## config.mk

```make
export PLATFORM = sky130hd
export DESIGN_NAME = uart_matrix_loader
export DESIGN_NICKNAME = d
export VERILOG_FILES = /design/src/rtl/uart_matrix_loader.sv
export SDC_FILE = /design/constraint.sdc
export NUM_CORES = 1
export LEC_CHECK = 0
export ABC_AREA = 0
export BUFFER_PORTS_ARGS = -buffer_cell sky130_fd_sc_hd__buf_2
export CAP_MARGIN = 40
export CORE_ASPECT_RATIO = 0.75
export CORE_MARGIN = 4
export CORE_UTILIZATION = 45
export CTS_CLUSTER_SIZE = 40
export DETAILED_ROUTE_END_ITERATION = 8
export PLACE_DENSITY = 0.78
export SLEW_MARGIN = 20
export SYNTH_ARGS = -nofsm -noshare
export SYNTH_HDL_FRONTEND = slang
export SYNTH_SLANG_ARGS = --single-unit
```

## constraint.sdc

```tcl
create_clock -name clk -period 3 [get_ports clk]
set_clock_uncertainty 0.2 [all_clocks]
set_input_delay 0.6 -clock clk [delete_from_list [all_inputs] [get_ports clk]]
set_output_delay 0.6 -clock clk [all_outputs]
set_load 0.02 [all_outputs]
```

## src/rtl/uart_matrix_loader.sv

```systemverilog
// Frame parser for the UART byte stream: SYNC, CMD (A/B select), then N*N payload bytes
// assembled row-major into operand matrix A or B; raises compute_start once both are held.
module uart_matrix_loader #(
  parameter int          N              = 2,
  parameter logic [7:0]  SYNC_BYTE      = 8'hA5,
  parameter int          TIMEOUT_CYCLES = 1_000_000
) (
  input  logic               clk,
  input  logic               reset,
  input  logic [7:0]         rx_data,
  input  logic               rx_done,
  input  logic               ack_clear,
  output logic [8*N*N-1:0]   matrix_a,
  output logic [8*N*N-1:0]   matrix_b,
  output logic               a_valid,
  output logic               b_valid,
  output logic               load_done,
  output logic               compute_start,
  output logic               frame_err,
  output logic               busy
);

  localparam int NE = N * N;
  localparam int CW = $clog2(NE) + 1;
  localparam int TW = $clog2(TIMEOUT_CYCLES);
  localparam logic [CW-1:0] E_LAST = CW'(NE - 1);
  localparam logic [TW-1:0] T_LAST = TW'(TIMEOUT_CYCLES - 1);

  typedef enum logic [1:0] {IDLE, CMD, PAYLOAD} state_t;

  state_t            state_q, state_d;
  logic              tgt_q, tgt_d;
  logic [CW-1:0]     elem_cnt_q, elem_cnt_d;
  logic [TW-1:0]     tmo_q, tmo_d;
  logic [8*NE-1:0]   mat_a_q, mat_a_d, mat_b_q, mat_b_d;
  logic              a_valid_q, a_valid_d, b_valid_q, b_valid_d;
  logic              load_done_q, load_done_d;
  logic              compute_start_q, compute_start_d;
  logic              frame_err_q, frame_err_d;

  always_comb begin
    state_d         = state_q;
    tgt_d           = tgt_q;
    elem_cnt_d      = elem_cnt_q;
    tmo_d           = tmo_q;
    mat_a_d         = mat_a_q;
    mat_b_d         = mat_b_q;
    a_valid_d       = a_valid_q;
    b_valid_d       = b_valid_q;
    load_done_d     = 1'b0;
    compute_start_d = 1'b0;
    frame_err_d     = 1'b0;

    // Clear first so a completion in the same cycle can re-set its own flag.
    if (ack_clear) begin
      a_valid_d = 1'b0;
      b_valid_d = 1'b0;
    end

    case (state_q)
      IDLE: begin
        tmo_d = '0;
        if (rx_done && rx_data == SYNC_BYTE) state_d = CMD;
      end
      CMD: begin
        if (rx_done) begin
          tmo_d = '0;
          if (rx_data == 8'h00 || rx_data == 8'h01) begin
            tgt_d      = rx_data[0];
            elem_cnt_d = '0;
            state_d    = PAYLOAD;
            if (rx_data[0]) b_valid_d = 1'b0;
            else            a_valid_d = 1'b0;
          end else begin
            frame_err_d = 1'b1;
            state_d     = IDLE;
          end
        end else if (tmo_q == T_LAST) begin
          frame_err_d = 1'b1;
          tmo_d       = '0;
          state_d     = IDLE;
        end else begin
          tmo_d = tmo_q + TW'(1);
        end
      end
      PAYLOAD: begin
        if (rx_done) begin
          tmo_d      = '0;
          elem_cnt_d = elem_cnt_q + CW'(1);
          for (int k = 0; k < NE; k++) begin
            if (elem_cnt_q == CW'(k)) begin
              if (tgt_q) mat_b_d[8*k +: 8] = rx_data;
              else       mat_a_d[8*k +: 8] = rx_data;
            end
          end
          if (elem_cnt_q == E_LAST) begin
            load_done_d = 1'b1;
            state_d     = IDLE;
            // The other operand's flag is judged before any coincident ack_clear.
            if (tgt_q) begin
              b_valid_d       = 1'b1;
              compute_start_d = a_valid_q;
            end else begin
              a_valid_d       = 1'b1;
              compute_start_d = b_valid_q;
            end
          end
        end else if (tmo_q == T_LAST) begin
          frame_err_d = 1'b1;
          tmo_d       = '0;
          state_d     = IDLE;
        end else begin
          tmo_d = tmo_q + TW'(1);
        end
      end
      default: state_d = IDLE;
    endcase
  end

  always_ff @(posedge clk or posedge reset) begin
    if (reset) begin
      state_q         <= IDLE;
      tgt_q           <= 1'b0;
      elem_cnt_q      <= '0;
      tmo_q           <= '0;
      mat_a_q         <= '0;
      mat_b_q         <= '0;
      a_valid_q       <= 1'b0;
      b_valid_q       <= 1'b0;
      load_done_q     <= 1'b0;
      compute_start_q <= 1'b0;
      frame_err_q     <= 1'b0;
    end else begin
      state_q         <= state_d;
      tgt_q           <= tgt_d;
      elem_cnt_q      <= elem_cnt_d;
      tmo_q           <= tmo_d;
      mat_a_q         <= mat_a_d;
      mat_b_q         <= mat_b_d;
      a_valid_q       <= a_valid_d;
      b_valid_q       <= b_valid_d;
      load_done_q     <= load_done_d;
      compute_start_q <= compute_start_d;
      frame_err_q     <= frame_err_d;
    end
  end

  assign matrix_a      = mat_a_q;
  assign matrix_b      = mat_b_q;
  assign a_valid       = a_valid_q;
  assign b_valid       = b_valid_q;
  assign load_done     = load_done_q;
  assign compute_start = compute_start_q;
  assign frame_err     = frame_err_q;
  assign busy          = (state_q != IDLE);

endmodule

```

==> summary.md, run 1 <==
| Metric | Value |
|---|---|
| Synth Warn # | 0 |
| Startpoint types | register |
| FF-to-FF Start | state_q[0]$_DFFE_PP0P_ |
| Die X | 120 um |
| Register area share after synthesis | 0.562 |
| RSZ-0062 raised after global routing | no |
| Worst Max-Slew Pin Slew | a little over 700 ps |
| Fmax | ~410 MHz |
| Top Ports | just over 80 |
| Area of the multi-input gates | 1700 um^2 |
| Slew Viols, Final | 0 |
| Power share of the sequential group | 0.486 |
| Core ar. | approximately 9100 um^2 |
| Top FF cell, synth | dfrtp_1 |
| Vias | around 2,900 |
| Final Cycle Share | 0.807 |
| Htree depth | 3 |
| Clock net sink count | 95 |
| Max incr delay on CP | between 500 and 600 ps |
| CTS Hold Buffers Added | 0 |
| Switching Fraction | 0.271 |
| Die Ht | 91.9 um |
| Period minus WS final | about 2400 ps |
| CTS tree | yes |
| Placed Cells | about 540 |
| Clock latency on the worst-skew pair | about 340 ps |
| Crit-path cells | ha_1, nand4b_1, or3_1, or4_1, a22oi_1 |
| Final Hold Viols | 0 |
| HPWL after DPL | about 6900 um |
| Pleak | 2.62 nW |
| Most frequent cells in the layout | dfrtp_1 (95), buf_2 (81), mux2_2 (65) |
| WL/cell | roughly 17 um |
| Post-synth ARST share | 1.00 |
| Grt total ovfl | 0 |
| GRT Total Usage | 0.184 |
| Antenna violations before repair | 0 |
| Crit path from | state_q[0]$_DFFE_PP0P_ |
| Vias in the first global route | between 3,000 and 4,000 |
| Critical Setup Path Class | register to register |
| Post-synth net total | between 300 and 400 |
| Std cell rows | 30 |
| Yosys reg bits | 95 |
| Clock transition at the registers of the reported paths | around 70 ps |
| CP required | ~3100 ps |
| Hold WC Path Type | input port to asynchronous set/reset pin |
| DRT Pass-1 Iters | 4 |
| Slowest-stage cell, CP | or3_1 |
| Fin nets | approximately 440 |
| Worst-path fanout max | 7 |
| Initial Utilization | 0.464 |
| CTS Buf Count | 9 |
| Worst Path Arrival | 2470 ps |
| Final setup viols | 0 |
| Root Buffer | clkbuf_16 |
| Min Hold Slack | 33.2 ps |
| CTS resizes | 0 |
| Pin count of the biggest net entering global routing | 81 |
| Synth-to-Final Area Change | 19.9% |
| Synth area leaders | dfrtp_1 (56%), mux2_2 (17%), ha_1 (3.0%) |
| Antenna-violating nets left | 0 |
| Vias per std cell | around 5.3 |
| Die ar. | 11,000 um^2 |
| Non-Filler Instances | ~550 |
| Most common cell after layout, fill and taps aside | dfrtp_1 |
| Fill cells | approximately 780 |
| Post-synth EDFFs | 0 |
| P per Cell Area | around 540 nW/um^2 |
| MaxCap Viol Count | 0 |
| Area leader, netlist | dfrtp_1 |
| Comb pwr share | 0.119 |
| Total setup buffers inserted after CTS | 0 |
| First-pass GRT wire length | approximately 16,000 um |
| Outcome | finished clean |
| # DRC | 0 |
| Slew HR | 0.529 |
| Diode count | 0 |
| R2r worst-path depth | 5 |
| IO buf count | 81 |
| Cell internal pwr | between 0.002 and 0.0025 W |
| Synth top area share | 0.562 |
| Net load switching power | 0.000746 W |
| Type of element capturing the critical path | register |
| Clock Power Share | 0.395 |
| Final WL | about 9600 um |
| Register area | approximately 2400 um^2 |
| Setup TNS | 0 ps |
| Gpl congestion | slightly above 0.8 |
| Synth cell types | between 40 and 50 |
| Synthesized area per cell | between 10 and 15 um^2 |
| Drt initial violations | 80 |
| Cells after synthesis | 342 |
| Cell area after synthesis | about 4200 um^2 |
| Fraction of layout cells with a size suffix above 1 | 0.411 |
| CTS max path bufs | 2 |
| Worst VDD drop | around 350 uV |
## layer usage
layer / GRT usage / vias up / part of all wire
li1: - / 1388 / -
met1: 0.256 / 1473 / 0.46
met2: 0.294 / 72 / 0.49
met3: 0.0444 / 5 / 0.051
met4: 0.0429 / 0 / 0.0066
met5: 0 / - / 0
## synthesized netlist by cell type, drive strengths merged, types with 3 or more instances
cell type,instances
a21oi,11
a22oi,6
and3,3
and4,3
buf,4
clkbuf,17
dfrtp,95
ha,10
inv,16
mux2,65
nand2,15
nand3,10
nand4,7
nor2,9
nor3,4
nor4,3
o21ai,12
o31ai,3
or3,8
or4,6
xnor2,5
xor2,6
## cell type report
cell class | instances | area share
sequential | 95 | 0.469
multi-input combinational | 209 | 0.335
timing repair buffer | 89 | 0.0943
clock buffer | 9 | 0.0444
tap | 128 | 0.0316
inverter | 17 | 0.0133
clock inverter | 7 | 0.0128
## state kept, by name, summed over array words and instances (netlist names), 2 cells and up
| signal | flops |
|---|---|
| matrix_a | 32 |
| elem_cnt_q | 3 |
| matrix_b | 32 |
| tmo_q | 20 |
| state_q | 2 |
## critical path, delay by kind of cell, from the launching register on
family / cells / cell delay [ps]
and+or+nand+nor: 3 / 1300
AOI/OAI and AO/OA: 1 / 190
DFF: 1 / 420
adders and majority gates: 1 / 220
## stage by stage
step / setup WS (ps) / utilization / instance area (um^2) / power [W]
global route: 464 / 0.556 / 5070 / 0.00287
floorplan: 532 / - / 4230 / 0.00157
global placement: 422 / 0.524 / 4780 / 0.00168
finish: 580 / 0.556 / 5070 / 0.00275
detailed placement: 407 / 0.524 / 4780 / 0.00169
CTS: 595 / 0.556 / 5070 / 0.00277
## cell families after synthesis
| group | count (synthesis) | synth area share |
|---|---|---|
| and+or+nand+nor | 79 | 0.108 |
| AOI/OAI and AO/OA | 43 | 0.0654 |
| xor gates and xnor gates | 11 | 0.0228 |
| muxes | 66 | 0.175 |
| adders and majority gates | 10 | 0.0296 |
| DFF | 95 | 0.562 |
| buffers and inverters | 38 | 0.0364 |
## power groups by stage
stage / Sequential, W / Combinational, W / Clock (W)
floorplan: 0.00138 / 0.000198 / 0
global placement: 0.00136 / 0.000320 / 0
detailed placement: 0.00136 / 0.000328 / 0
CTS: 0.00134 / 0.000329 / 0.00111
global route: 0.00134 / 0.000369 / 0.00116
finish: 0.00134 / 0.000328 / 0.00109
## path summary, 6_finish.rpt
| path | to | slack [ps] |
|---|---|---|
| max in group asynchronous | tmo_q[7]$_DFFE_PP0P_ | 1860 |
| worst max-delay path | tmo_q[17]$_DFFE_PP0P_ | 580 |
| worst min-delay path | matrix_a[29]$_DFFE_PP0P_ | 30 |
| worst min register to register | matrix_a[4]$_DFFE_PP0P_ | 310 |
| min in group clk | b_valid$_DFF_PP0_ | 310 |
| worst max register to register | tmo_q[17]$_DFFE_PP0P_ | 580 |
(Power assumes the default switching activity.)
==> run 2, diff against run 1 <==
- PLACE_DENSITY: 0.78 -> 0.75
- clock period: 3 -> 2.33 ns (I/O delays scaled with it)
==> summary.md, run 2 (synthesis gave the netlist of run 1 again) <==
| Metric | Value |
|---|---|
| Type of element capturing the critical path | register |
| Fmax | between 400 and 500 MHz |
| Fin nets | around 460 |
| Core ar. | between 9000 and 10,000 um^2 |
| HPWL after DPL | about 7300 um |
| Root Buffer | clkbuf_16 |
| Pre-CTS setup slack | -71.9 ps |
| Worst-path fanout max | 9 |
| Hold WC Path Type | input port to register |
| Htree depth | 3 |
| Clock net sink count | 95 |
| Final Hold Viols | 0 |
| Vias | around 3,100 |
| Final WS setup | approximately 120 ps |
| Clock latency on the worst-skew pair | between 300 and 400 ps |
| Final Util | 0.570 |
| Initial Utilization | 0.464 |
| Pleak | around 2.7 nW |
| Worst VDD drop | between 500 and 600 uV |
| Outcome | finished clean |
| Antenna violations before repair | 0 |
| Period minus WS final | ~2200 ps |
| GRT Total Usage | 0.191 |
| First-pass GRT wire length | roughly 17,000 um |
| Vias in the first global route | around 3,200 |
| WL/cell | 17.8 um |
| Die X | roughly 120 um |
| Setup TNS | 0 ps |
| # DRC | 0 |
| Drt initial violations | approximately 240 |
| Gpl congestion | 0.868 |
| Slew Viols, Final | 0 |
| Antenna-violating nets left | 0 |
| Diode count | 0 |
| Most frequent cells in the layout | dfrtp_1 (95), buf_2 (81), mux2_2 (65) |
| Critical Setup Path Class | register to register |
| CTS max path bufs | 2 |
| Vias per std cell | ~5.5 |
| Final setup viols | 0 |
| DRT Pass-1 Iters | 4 |
| Clock transition at the registers of the reported paths | approximately 60 ps |
| Pin count of the biggest net entering global routing | between 50 and 60 |
| Overall power | 0.00365 W |
| Startpoint types | register |
| Dpl cell area | about 5000 um^2 |
| CTS tree | yes |
| Die ar. | around 11,000 um^2 |
| P per Cell Area | 703 nW/um^2 |
| Slew HR | 0.660 |
| Fill cells | around 760 |
| Cell area after layout | between 5000 and 6000 um^2 |
| Worst Path Arrival | between 2000 and 2500 ps |
| Fraction of layout cells with a size suffix above 1 | 0.425 |
| IO buf count | a little over 80 |
| Worst Max-Slew Pin Slew | 506 ps |
| Final WL | between 10,000 and 15,000 um |
| RSZ-0062 raised after global routing | no |
| Die Ht | 91.9 um |
| MaxCap Viol Count | 0 |
| CP required | between 2000 and 2500 ps |
| Grt total ovfl | 0 |
| Top Ports | 82 |
| Most common cell after layout, fill and taps aside | dfrtp_1 |
| Final Cycle Share | 0.947 |
| Std cell rows | 30 |
| Synth-to-Final Area Change | 22.9% |
| CTS Buf Count | 9 |
-- run 2: cell count changes in the layout (fill, tap and decap cells not counted), sizes merged --
cell,previous run,this run
buf,89,102
inv,18,16
bufinv,0,1
clkbuf,9,10
dlygate4sd3,0,1
-- run 2: final cells by class --
cell class / count / area (um^2) / share of cell area
multi-input cells: 209 / 1700 / 0.326
repair buffers: 103 / 598 / 0.115
clock inverters: 6 / 68.8 / 0.0132
clock buffers: 10 / 229 / 0.0441
inverters: 17 / 67.6 / 0.0130
flip-flops and latches: 95 / 2380 / 0.457
well taps: 128 / 160 / 0.0308
-- run 2: timing repair --
| action | CTS | global route |
|---|---|---|
| hold endpoints to repair | 5 | 0 |
| hold buffers | 1 | 0 |
| gates resized for setup | 0 | 0 |
| buffers inserted | 0 | 0 |
-- run 2: power by group --
group | switching [W] | total, W | internal [W]
clock network | 0.000619 | 0.00146 | 0.000837
logic | 0.000306 | 0.000471 | 0.000165
registers | 0.0000327 | 0.00172 | 0.00169
total | 0.000958 | 0.00365 | 0.00269
-- run 2: per-stage QoR --
stage,cells,hold slack (ps)
after floorplan,342,275
after global placement,551,202
after detailed placement,551,205
after CTS,568,156
after global routing,568,158
final,568,172
-- run 2: critical path, stage by stage, from the launching register on --
cell	delay, ps
dfrtp_1	420
inv_1	120
ha_1	360
nand3_1	140
or3_1	510
mux2_2	340
-- run 2: layer usage --
metal  GRT usage  up-vias  wire (um)  part of all wire
met5           0        -          0                 0
met4      0.0658        0        167             0.017
met3      0.0432       19        505             0.050
met2       0.308       93       4930              0.49
met1       0.257     1578       4510              0.45
li1            -     1415          -                 -
-- run 2: worst paths after layout --
check / start / endpoint / slack, ps / cells past startpoint
max: state_q[0]$_DFFE_PP0P_ / matrix_a[3]$_DFFE_PP0P_ / 120 / 5
min: ack_clear / a_valid$_DFF_PP0_ / 170 / 2
max reg2reg: state_q[0]$_DFFE_PP0P_ / matrix_a[3]$_DFFE_PP0P_ / 120 / 5
min reg2reg: matrix_a[21]$_DFFE_PP0P_ / matrix_a[21]$_DFFE_PP0P_ / 300 / 1
max in group asynchronous: reset / matrix_a[18]$_DFFE_PP0P_ / 1020 / 4
min in group asynchronous: reset / matrix_b[31]$_DFFE_PP0P_ / 390 / 3
==> run 3, diff against run 2 <==
- ABC_AREA: 0 -> default
- CORE_ASPECT_RATIO: 0.75 -> 0.9
==> summary.md, run 3 (synthesis gave the netlist of run 1 again) <==
| Metric | Value |
|---|---|
| Outcome | finished clean |
| Met2 Usage GRT | 0.300 |
| Type of element capturing the critical path | register |
| Top Ports | 82 |
| Die X | 110 um |
| Final setup viols | 0 |
| CTS resizes | 0 |
| Vias | ~3,000 |
| Fin nets | about 450 |
| CTS Buf Count | 9 |
| Drt initial violations | 188 |
| Die ar. | 11,000 um^2 |
| Startpoint types | register |
| # DRC | 0 |
| Final WS setup | 113 ps |
| CTS Hold Buffers Added | 0 |
| Setup TNS | 0 ps |
| Gpl congestion | 0.826 |
| Pre-CTS setup slack | -57.7 ps |
| Die Ht | roughly 100 um |
| Synth-to-Final Area Change | 20.1% |
| Pin count of the biggest net entering global routing | 96 |
| Period minus WS final | between 2000 and 2500 ps |
| Placed Cells | 543 |
| Std cell rows | 33 |
| First-pass GRT wire length | 16,000 um |
| DRT Pass-1 Iters | 4 |
| Vias in the first global route | about 3,000 |
| Antenna violations before repair | 0 |
| GRT Total Usage | 0.188 |
| Met1 usage | 0.258 |
| Root Buffer | clkbuf_8 |
| Initial Utilization | 0.463 |
| Most frequent cells in the layout | dfrtp_1 (95), buf_2 (81), mux2_2 (65) |
| Pleak | 2.64 nW |
| Fmax | roughly 450 MHz |
| Non-Filler Instances | approximately 560 |
| MaxCap Viol Count | 0 |
| CTS tree | yes |
| P per Cell Area | approximately 660 nW/um^2 |
| Worst VDD drop | roughly 520 uV |
| RSZ-0062 raised after global routing | no |
| Vias per std cell | between 5 and 6 |
| Most common cell after layout, fill and taps aside | dfrtp_1 |
| Slew HR | 0.658 |
| Core ar. | between 9000 and 10,000 um^2 |
| IO buf count | 81 |
| Crit path from | state_q[0]$_DFFE_PP0P_ |
| Grt total ovfl | 0 |
| Final Hold Viols | 0 |
| Hold WC Path Type | input port to asynchronous set/reset pin |
| Antenna-violating nets left | 0 |
| Clock transition at the registers of the reported paths | 120 ps |
| Fraction of layout cells with a size suffix above 1 | 0.430 |
| HPWL after DPL | 6940 um |
| FF-to-FF Start | state_q[0]$_DFFE_PP0P_ |
| WL/cell | about 18 um |
| Final Cycle Share | 0.952 |
| GR Layer Usage met3 | 0.0424 |
| Worst Path Arrival | 2290 ps |
| Critical Setup Path Class | register to register |
| Final Util | 0.557 |
| Clock net sink count | 95 |
| Slew Viols, Final | 0 |
| Worst Max-Slew Pin Slew | ~510 ps |
| Clock latency on the worst-skew pair | 360 ps |
| Htree depth | 3 |
| CTS max path bufs | 2 |
| Busiest grt layer | met2 |
| Worst-path fanout max | 7 |
| Total setup buffers inserted after CTS | 0 |
| CP required | roughly 2400 ps |
| Final WL | about 10000 um |
| Diode count | 0 |
==> run 3: cell count changes in the layout (fill, tap and decap cells not counted), sizes merged <==
cell | previous run | this run
clkbuf | 10 | 9
dlygate4sd3 | 1 | 0
clkinv | 4 | 2
inv | 16 | 20
buf | 102 | 100
clkinvlp | 2 | 1
==> run 3: per-stage QoR <==
stage / hold slack, ps / total power [W] / area, um^2
after CTS: 61.5 / 0.00336 / 5070
after global routing: 65.9 / 0.00349 / 5080
after floorplan: 275 / 0.00203 / 4230
final: 5.69 / 0.00335 / 5080
after global placement: 284 / 0.00218 / 4850
after detailed placement: 287 / 0.00219 / 4850
==> run 3: final timing paths <==
kind	endpoint	slack (ps)	cells after the start
max reg2reg	tmo_q[19]$_DFFE_PP0P_	110	5
max	tmo_q[19]$_DFFE_PP0P_	110	5
min	matrix_a[6]$_DFFE_PP0P_	6	3
max in group asynchronous	tmo_q[10]$_DFFE_PP0P_	1500	3
min reg2reg	matrix_a[4]$_DFFE_PP0P_	310	1
min in group clk	b_valid$_DFF_PP0_	140	2
==> run 3: worst max-delay path, cell delays in order, from the launching register on <==
cell and delay, ps:
dfrtp_1 430, ha_1 270, nand4b_1 250, or3_4 410, or4_1 400, a22oi_1 180
==> run 3: area by class of cell <==
type | count | area (um^2)
Fill cell | 784 | 4050
Clock buffer | 9 | 124
Multi-Input combinational cell | 209 | 1700
Clock inverter | 7 | 92.6
Sequential cell | 95 | 2380
Timing Repair Buffer | 100 | 561
Inverter | 17 | 67.6
Tap cell | 122 | 153
==> run 3: report_power, final <==
| part | leakage [nW] | internal (W) | switching [W] |
|---|---|---|---|
| Combinational | 1.21 | 0.000153 | 0.000289 |
| Clock | 0.112 | 0.000533 | 0.000657 |
| Sequential | 1.32 | 0.00169 | 0.0000320 |
==> run 3: metal layers <==
| metal | vias up | share of wire |
|---|---|---|
| met2 | 79 | 0.49 |
| met5 | - | 0 |
| met3 | 11 | 0.048 |
| met1 | 1539 | 0.45 |
| met4 | 0 | 0.013 |
| li1 | 1409 | - |
